===== src/rtl/ddr_port_arbiter.sv =====
// ddr_port_arbiter
// Two-port round-robin arbiter and command sequencer in front of the DDR
// SDRAM controller. A periodic refresh slot takes priority over both ports.
// All flops update on the falling edge of DDR_CLK so the controller sees
// commands change on negedge.
//
// Ports
//   DDR_CLK, RST            clock, synchronous active-high reset
//   Px_REQ/WR/BA/ADDR/WLEN  requester x command (held until DONE/ERR)
//   Px_GNT                  port x owns the controller (grant .. DONE/ABORT)
//   Px_DONE, Px_ERR         one-cycle completion / timeout pulses
//   COMMAND, BA_IN,         command to the controller, held until a
//   ADDR_IN, WRITE_LENGTH   rising edge on ACCEPTED
//   ACCEPTED                controller completion (0->1 edge counts)
//   REFRESH_REQ/ACK         refresh slot handshake
//   BUSY                    state is not IDLE
//
// state    | meaning
// ---------+-----------------------------------------------------------
// IDLE     | arbitrate: refresh first, else round-robin between ports
// ISSUE    | command held, waiting for ACCEPTED rise or watchdog
// DONE     | DONE pulse cycle, grant still high
// ABORT    | ERR pulse cycle, grant still high
// REFRESH  | REFRESH_REQ held until REFRESH_ACK
//
// TIMEOUT_CYC must be at least 2; CNT_W must hold max(REFRESH_INT, TIMEOUT_CYC).
module ddr_port_arbiter #(
  parameter int unsigned TIMEOUT_CYC = 64,
  parameter int unsigned REFRESH_INT = 1280,
  parameter int unsigned CNT_W       = 11
) (
  input  logic        DDR_CLK,
  input  logic        RST,
  input  logic        P0_REQ,
  input  logic        P0_WR,
  input  logic [1:0]  P0_BA,
  input  logic [22:0] P0_ADDR,
  input  logic        P0_WLEN,
  input  logic        P1_REQ,
  input  logic        P1_WR,
  input  logic [1:0]  P1_BA,
  input  logic [22:0] P1_ADDR,
  input  logic        P1_WLEN,
  output logic        P0_GNT,
  output logic        P1_GNT,
  output logic        P0_DONE,
  output logic        P1_DONE,
  output logic        P0_ERR,
  output logic        P1_ERR,
  output logic [1:0]  COMMAND,
  output logic [1:0]  BA_IN,
  output logic [22:0] ADDR_IN,
  output logic        WRITE_LENGTH,
  input  logic        ACCEPTED,
  output logic        REFRESH_REQ,
  input  logic        REFRESH_ACK,
  output logic        BUSY
);

  typedef enum logic [2:0] {
    ST_IDLE, ST_ISSUE, ST_DONE, ST_ABORT, ST_REFRESH
  } state_t;

  localparam logic [CNT_W-1:0] REF_RELOAD =
    (REFRESH_INT == 0) ? '0 : CNT_W'(REFRESH_INT - 1);
  localparam logic [CNT_W-1:0] TO_LAST = CNT_W'(TIMEOUT_CYC - 1);

  state_t            state_q, state_d;
  logic              last_q, last_d;
  logic [CNT_W-1:0]  ref_cnt_q, ref_cnt_d;
  logic              ref_pend_q, ref_pend_d;
  logic [CNT_W-1:0]  to_cnt_q, to_cnt_d;
  logic              acc_q, acc_d;
  logic [1:0]        gnt_q, gnt_d;
  logic [1:0]        done_q, done_d;
  logic [1:0]        err_q, err_d;
  logic [1:0]        cmd_q, cmd_d;
  logic [1:0]        ba_q, ba_d;
  logic [22:0]       addr_q, addr_d;
  logic              wlen_q, wlen_d;
  logic              rreq_q, rreq_d;
  logic              busy_q, busy_d;

  logic              rise;
  logic              ref_expire;
  logic              ref_clear;
  logic              sel;

  always_comb begin
    state_d    = state_q;
    last_d     = last_q;
    to_cnt_d   = to_cnt_q;
    gnt_d      = gnt_q;
    done_d     = 2'b00;
    err_d      = 2'b00;
    cmd_d      = cmd_q;
    ba_d       = ba_q;
    addr_d     = addr_q;
    wlen_d     = wlen_q;
    rreq_d     = rreq_q;
    ref_clear  = 1'b0;
    sel        = 1'b0;
    acc_d      = ACCEPTED;
    rise       = ACCEPTED & ~acc_q;

    ref_expire = (REFRESH_INT != 0) && (ref_cnt_q == '0);
    if (REFRESH_INT == 0)
      ref_cnt_d = '0;
    else if (ref_expire)
      ref_cnt_d = REF_RELOAD;
    else
      ref_cnt_d = ref_cnt_q - CNT_W'(1);

    case (state_q)
      ST_IDLE: begin
        if (ref_pend_q) begin
          rreq_d  = 1'b1;
          state_d = ST_REFRESH;
        end else if (P0_REQ || P1_REQ) begin
          // On a tie the port that did not win last time goes next.
          sel      = (P0_REQ && P1_REQ) ? ~last_q : P1_REQ;
          cmd_d    = {(sel ? P1_WR : P0_WR), 1'b1};
          ba_d     = sel ? P1_BA : P0_BA;
          addr_d   = sel ? P1_ADDR : P0_ADDR;
          wlen_d   = sel ? P1_WLEN : P0_WLEN;
          gnt_d    = sel ? 2'b10 : 2'b01;
          last_d   = sel;
          to_cnt_d = '0;
          state_d  = ST_ISSUE;
        end
      end
      ST_ISSUE: begin
        // A rise in the watchdog's final cycle still completes normally.
        if (rise) begin
          cmd_d   = 2'b00;
          done_d  = gnt_q;
          state_d = ST_DONE;
        end else if (to_cnt_q == TO_LAST) begin
          cmd_d   = 2'b00;
          err_d   = gnt_q;
          state_d = ST_ABORT;
        end else begin
          to_cnt_d = to_cnt_q + CNT_W'(1);
        end
      end
      ST_DONE, ST_ABORT: begin
        gnt_d   = 2'b00;
        state_d = ST_IDLE;
      end
      ST_REFRESH: begin
        if (REFRESH_ACK) begin
          rreq_d    = 1'b0;
          ref_clear = 1'b1;
          state_d   = ST_IDLE;
        end
      end
      default: state_d = ST_IDLE;
    endcase

    // An expiry coinciding with the ack keeps the new request; otherwise
    // at most one refresh is ever outstanding.
    ref_pend_d = ref_expire | (ref_pend_q & ~ref_clear);
    busy_d     = (state_d != ST_IDLE);
  end

  always_ff @(negedge DDR_CLK) begin
    if (RST) begin
      state_q    <= ST_IDLE;
      last_q     <= 1'b1;
      ref_cnt_q  <= REF_RELOAD;
      ref_pend_q <= 1'b0;
      to_cnt_q   <= '0;
      acc_q      <= 1'b0;
      gnt_q      <= 2'b00;
      done_q     <= 2'b00;
      err_q      <= 2'b00;
      cmd_q      <= 2'b00;
      ba_q       <= 2'b00;
      addr_q     <= '0;
      wlen_q     <= 1'b0;
      rreq_q     <= 1'b0;
      busy_q     <= 1'b0;
    end else begin
      state_q    <= state_d;
      last_q     <= last_d;
      ref_cnt_q  <= ref_cnt_d;
      ref_pend_q <= ref_pend_d;
      to_cnt_q   <= to_cnt_d;
      acc_q      <= acc_d;
      gnt_q      <= gnt_d;
      done_q     <= done_d;
      err_q      <= err_d;
      cmd_q      <= cmd_d;
      ba_q       <= ba_d;
      addr_q     <= addr_d;
      wlen_q     <= wlen_d;
      rreq_q     <= rreq_d;
      busy_q     <= busy_d;
    end
  end

  assign P0_GNT       = gnt_q[0];
  assign P1_GNT       = gnt_q[1];
  assign P0_DONE      = done_q[0];
  assign P1_DONE      = done_q[1];
  assign P0_ERR       = err_q[0];
  assign P1_ERR       = err_q[1];
  assign COMMAND      = cmd_q;
  assign BA_IN        = ba_q;
  assign ADDR_IN      = addr_q;
  assign WRITE_LENGTH = wlen_q;
  assign REFRESH_REQ  = rreq_q;
  assign BUSY         = busy_q;

endmodule


===== config.mk =====
export PLATFORM = sky130hd
export DESIGN_NAME = ddr_port_arbiter
export DESIGN_NICKNAME = d
export VERILOG_FILES = /design/src/rtl/ddr_port_arbiter.sv
export SDC_FILE = /design/constraint.sdc
export NUM_CORES = 1
export LEC_CHECK = 0
export BUFFER_PORTS_ARGS = -buffer_cell sky130_fd_sc_hd__buf_2
export CAP_MARGIN = 20
export CORE_ASPECT_RATIO = 1.1
export CORE_MARGIN = 2
export CORE_UTILIZATION = 45
export CTS_CLUSTER_DIAMETER = 60
export DETAILED_ROUTE_END_ITERATION = 10
export PLACE_DENSITY = 0.75
export SETUP_SLACK_MARGIN = 0.1
export SLEW_MARGIN = 30
export SYNTH_ARGS = -nofsm -noshare
export SYNTH_HDL_FRONTEND = slang
export SYNTH_SLANG_ARGS = --single-unit

===== constraint.sdc =====
create_clock -name DDR_CLK -period 1.79 [get_ports DDR_CLK]
set_input_delay 0.358 -clock DDR_CLK [delete_from_list [all_inputs] [get_ports DDR_CLK]]
set_output_delay 0.358 -clock DDR_CLK [all_outputs]
set_load 0.05 [all_outputs]

==> results of run 1 <==
## Yosys cell counts (all sizes together), types with 2 or more instances
library cell | n | area share [%]
a21boi | 4 | 1.0
nor3 | 8 | 1.4
nand4 | 3 | 0.65
nand2b | 8 | 1.7
or2 | 3 | 0.65
o21ai | 4 | 0.69
or3b | 2 | 0.60
o31ai | 3 | 0.78
clkbuf | 9 | 1.2
nor4 | 9 | 3.2
nor2b | 3 | 0.65
xnor2 | 5 | 1.5
buf | 12 | 2.2
dfxtp | 64 | 44
a211oi | 26 | 6.7
mux2i | 34 | 12
or3 | 2 | 0.43
inv | 6 | 0.78
ha | 2 | 0.86
nor2 | 38 | 4.9
nand3 | 5 | 0.86
a21oi | 9 | 1.6
nand2 | 25 | 3.2
or4 | 7 | 2.1
a2111oi | 3 | 1.2
## routing by layer
metal / GRT overflow / track usage (%)
met1: 0 / 80.8
met2: 115 / 104
met3: 1 / 74.4
met4: 77 / 98.3
met5: 2 / 24.3
## through the flow
stage               setup WS [ns]  instances  utilization [%]
floorplan                  -0.432        311                -
global placement           -0.633        506             64.4
CTS                        -0.352        611             87.5
detailed placement         -0.693        506             64.4
## cells by family after synthesis
kind of cell	synth area share, %
AO/OA/AOI/OAI	15.0
XOR/XNOR	1.51
adder cells (fa/ha/maj)	0.862
buffers and inverters	4.10
flip-flops	44.2
multiplexers	12.1
AND/OR/NAND/NOR	22.3
## repair_timing
action,4_1_cts
endpoints found under the setup margin,92
setup buffers,19
hold buffers,0
pin swaps,43
gates cloned,7
gates resized for setup,190
==> impl_metrics.tcl, run 1 <==
set metrics [dict create \
    synth_seq_cells 64 \
    yosys_warnings 0 \
    synth_nets 373 \
    die_h_um 88.2 \
    hpwl_um 5260 \
    yosysUniqueCellTypes 50 \
    synth_cells 311 \
    place_congestion 0.877 \
    ys_seq_area_share_pct 44.2 \
    clk_path_buf_depth 2 \
    clockRootBuffer "clkbuf_8" \
    htreeDepth 3 \
    placed_area_sq_mm 0.00399 \
    ys.flop_type "dfxtp_1" \
    grtUsageTotal_pct 86.8 \
    synth_edf_count 0 \
    rows 30 \
    endpoint_type "primary output" \
    clock_sinks 64 \
    ios 96 \
    grt_overflow 195 \
    grt_max_degree 35 \
    postSynth.asyncResetShare_pct 0 \
    crit_endpoint "ADDR_IN[3]" \
    start_util_pct 46.8 \
    first-error "[ERROR GRT-0232] Routing congestion too high. Check the congestion heatmap in the GUI." \
    netlist_area_sq_mm 0.00290 \
    status "aborted with a tool error" \
    io_buffers 95 \
    syn_avg_cell_area_sq_um 9.33 \
    stop_stage "global routing (5_1_grt)" \
    cts_buffers 9 \
    dieWidth_um 80.6 \
]
==> run 2: changes to the inputs <==
CORE_ASPECT_RATIO = unset   (was 1.1)
CORE_UTILIZATION = 40   (was 45)
CTS_CLUSTER_DIAMETER = unset   (was 60)
PLACE_DENSITY = unset   (was 0.75)
PLACE_DENSITY_LB_ADDON = 0.15   (was unset)
SETUP_SLACK_MARGIN = unset   (was 0.1)
clock period = 2.3 ns   (was 1.79 ns; I/O delays follow)
==> run 2 against run 1 <==
The flow now finishes, with violations (setup timing). Synthesized cell count unchanged. Synthesized area unchanged.
==> impl_metrics.tcl, run 2 <==
set metrics [dict create \
    status "finished, violations left" \
    failed_checks "setup timing" \
    drc 0 \
    first_iter_violations 91 \
    crit_type "register to primary output" \
    synthTopCellsByCount "dfxtp_1, nor2_1, mux2i_1" \
    synth_cells 311 \
    vias 3044 \
    nNetsFinal 558 \
    postSynth.asyncResetShare_pct 0 \
    htreeDepth 3 \
    syn_avg_cell_area_sq_um 9.33 \
    hold_viol_final 0 \
    grt_overflow 0 \
    grt_first_pass_wirelength_um 12500 \
    synth_edf_count 0 \
    drt-vias-per-instance 5.08 \
    dieArea_sq_mm 0.00795 \
    ys.flop_type "dfxtp_1" \
    yosys_warnings 0 \
    dieWidth_um 89.2 \
    fin_cells 599 \
    clock_skew_ns 0.0272 \
    crit_family "flip-flops" \
    ctsHoldBuffers 0 \
    core_area_sq_mm 0.00714 \
    ant_nets 0 \
    critPathMaxStageDelay_ns 0.36 \
    routed_wirelength_um 8180 \
    cp-end-kind "primary output" \
    worst_pin_slew_ns 0.673 \
    cts_tree "done" \
    layout-drive-gt1-share_pct 45.4 \
    num_antenna_cells 0 \
    cts_buffers 9 \
    p_leak_uw 0.00218 \
    area_growth_pct 68.2 \
    start_util_pct 40.7 \
    dr.pass1.iters 4 \
    critical_path_buf_inv_count 1 \
    synth_top_cell_by_area "dfxtp_1" \
    worstSetupStartpointType "register" \
    rsz0062_at_grt "yes" \
    wl_per_cell_um 13.7 \
    mostFrequentLayoutCells "inv_1, buf_2, nor2_1" \
    synth_seq_cells 64 \
    fin_ws_ns -0.203 \
    clockRootBuffer "clkbuf_8" \
    cp.arrival_ns 2.04 \
    yosysUniqueCellTypes 50 \
    drv_slew 0 \
    place_congestion 0.765 \
    antenna_found_initial 0 \
    hpwl_um 4860 \
    ys_seq_area_share_pct 44.2 \
    io_buffers 95 \
    clock_latency_ns 0.40 \
    synthTopCellsByArea "dfxtp_1, mux2i_1, a211oi_1" \
    rows 31 \
    grt_max_degree 37 \
    grtUsageTotal_pct 20.2 \
    ios 96 \
    ir_drop_uv 492 \
    dp.cells 513 \
    cp.required_ns 1.84 \
    synth.most_common_cell "dfxtp_1" \
    clkTransAtPathRegs_ns 0.05 \
    whs_ns 0.399 \
    powerDensity_mw_per_mm2 764 \
    largest_reg_flops 23 \
    layout_commonest_cell "inv_1" \
    worst_path_max_delay_cell "dfxtp_2" \
    clk_path_buf_depth 2 \
    clock_sinks 64 \
    hp-class "register to register" \
    crit_chain "buf_8" \
    netlist_area_sq_mm 0.00290 \
    drv_cap 0 \
    synth_top_cell_area_share_pct 44.2 \
    first_global_vias 2927 \
    critPathMaxFanout 2 \
    synth_nets 373 \
    setup_violations 70 \
    die_h_um 89.2 \
    max_slew_margin_pct 54.8 \
    fin_util_pct 68.4 \
]
==> run 2: cell counts after synthesis <==
Identical to the previous run, type by type.
==> run 2: area by class of cell <==
cell class / count / area, sq um
Inverter: 5 / 18.8
Clock buffer: 9 / 124
Sequential cell: 64 / 1330
Timing Repair Buffer: 132 / 1240
Tap cell: 99 / 124
Fill cell: 566 / 2260
Clock inverter: 70 / 322
Multi-Input combinational cell: 220 / 1730
==> run 2: power by group <==
group          switching (uW)  internal (uW)
Clock                     746            744
Combinational             513            439
Sequential               75.9           1210
==> run 2: kinds of logic (layout without fill, tap and decap cells) <==
family / after synthesis / after routing / synth area share (%)
flip-flops: 64 / 64 / 44.2
AO/OA/AOI/OAI: 59 / 59 / 15.0
multiplexers: 35 / 35 / 12.1
buffers and inverters: 27 / 216 / 4.10
AND/OR/NAND/NOR: 119 / 119 / 22.3
adder cells (fa/ha/maj): 2 / 2 / 0.862
XOR/XNOR: 5 / 5 / 1.51
==> run 2: worst reg2reg max path, stage by stage (launching register included) <==
cell      delay [ns]
dfxtp_1         0.48
or3b_1          0.54
nor4_4          0.60
o31ai_1         0.19
a21boi_2        0.17
==> run 2: final timing paths <==
| path | startpoint | to | slack [ns] | cells past startpoint |
|---|---|---|---|---|
| setup reg to reg | state_q[0] | to_cnt_q[2] | 0.26 | 4 |
| setup / recovery | ADDR_IN[9] | ADDR_IN[9] | -0.20 | 1 |
| hold / removal | ref_cnt_q[0] | ref_cnt_q[0] | 0.40 | 1 |
| hold reg to reg | ref_cnt_q[0] | ref_cnt_q[0] | 0.40 | 1 |
==> run 2: metal layers <==
| layer | routed length [um] | GRT usage (%) | up-vias | part of all wire [%] |
|---|---|---|---|---|
| met2 | 4270 | 31.4 | 99 | 52 |
| met1 | 3270 | 23.0 | 1433 | 40 |
| met4 | 112 | 10.2 | 0 | 1.4 |
| met5 | 0 | 0 | - | 0 |
| met3 | 518 | 9.79 | 13 | 6.3 |
| li1 | - | - | 1499 | - |
==> run 2: timing repair <==
action                     CTS  global route
gates cloned                 3             0
resized for setup          145            41
pin swaps                   19            13
setup endpoints to repair   62            74
buffers inserted             4             3
==> run 2: metrics by stage <==
stage	total power, uW	TNS (ns)	instance area, sq um	setup WS (ns)
after floorplan	1960	-10.40	3060	-0.280
after detailed placement	2160	-18.36	3750	-0.477
after CTS	3700	-7.50	4720	-0.205
after global routing	3970	-9.87	4880	-0.250
final	3730	-7.84	4880	-0.203
after global placement	2150	-17.55	3750	-0.457
(Power assumes the default switching activity.)
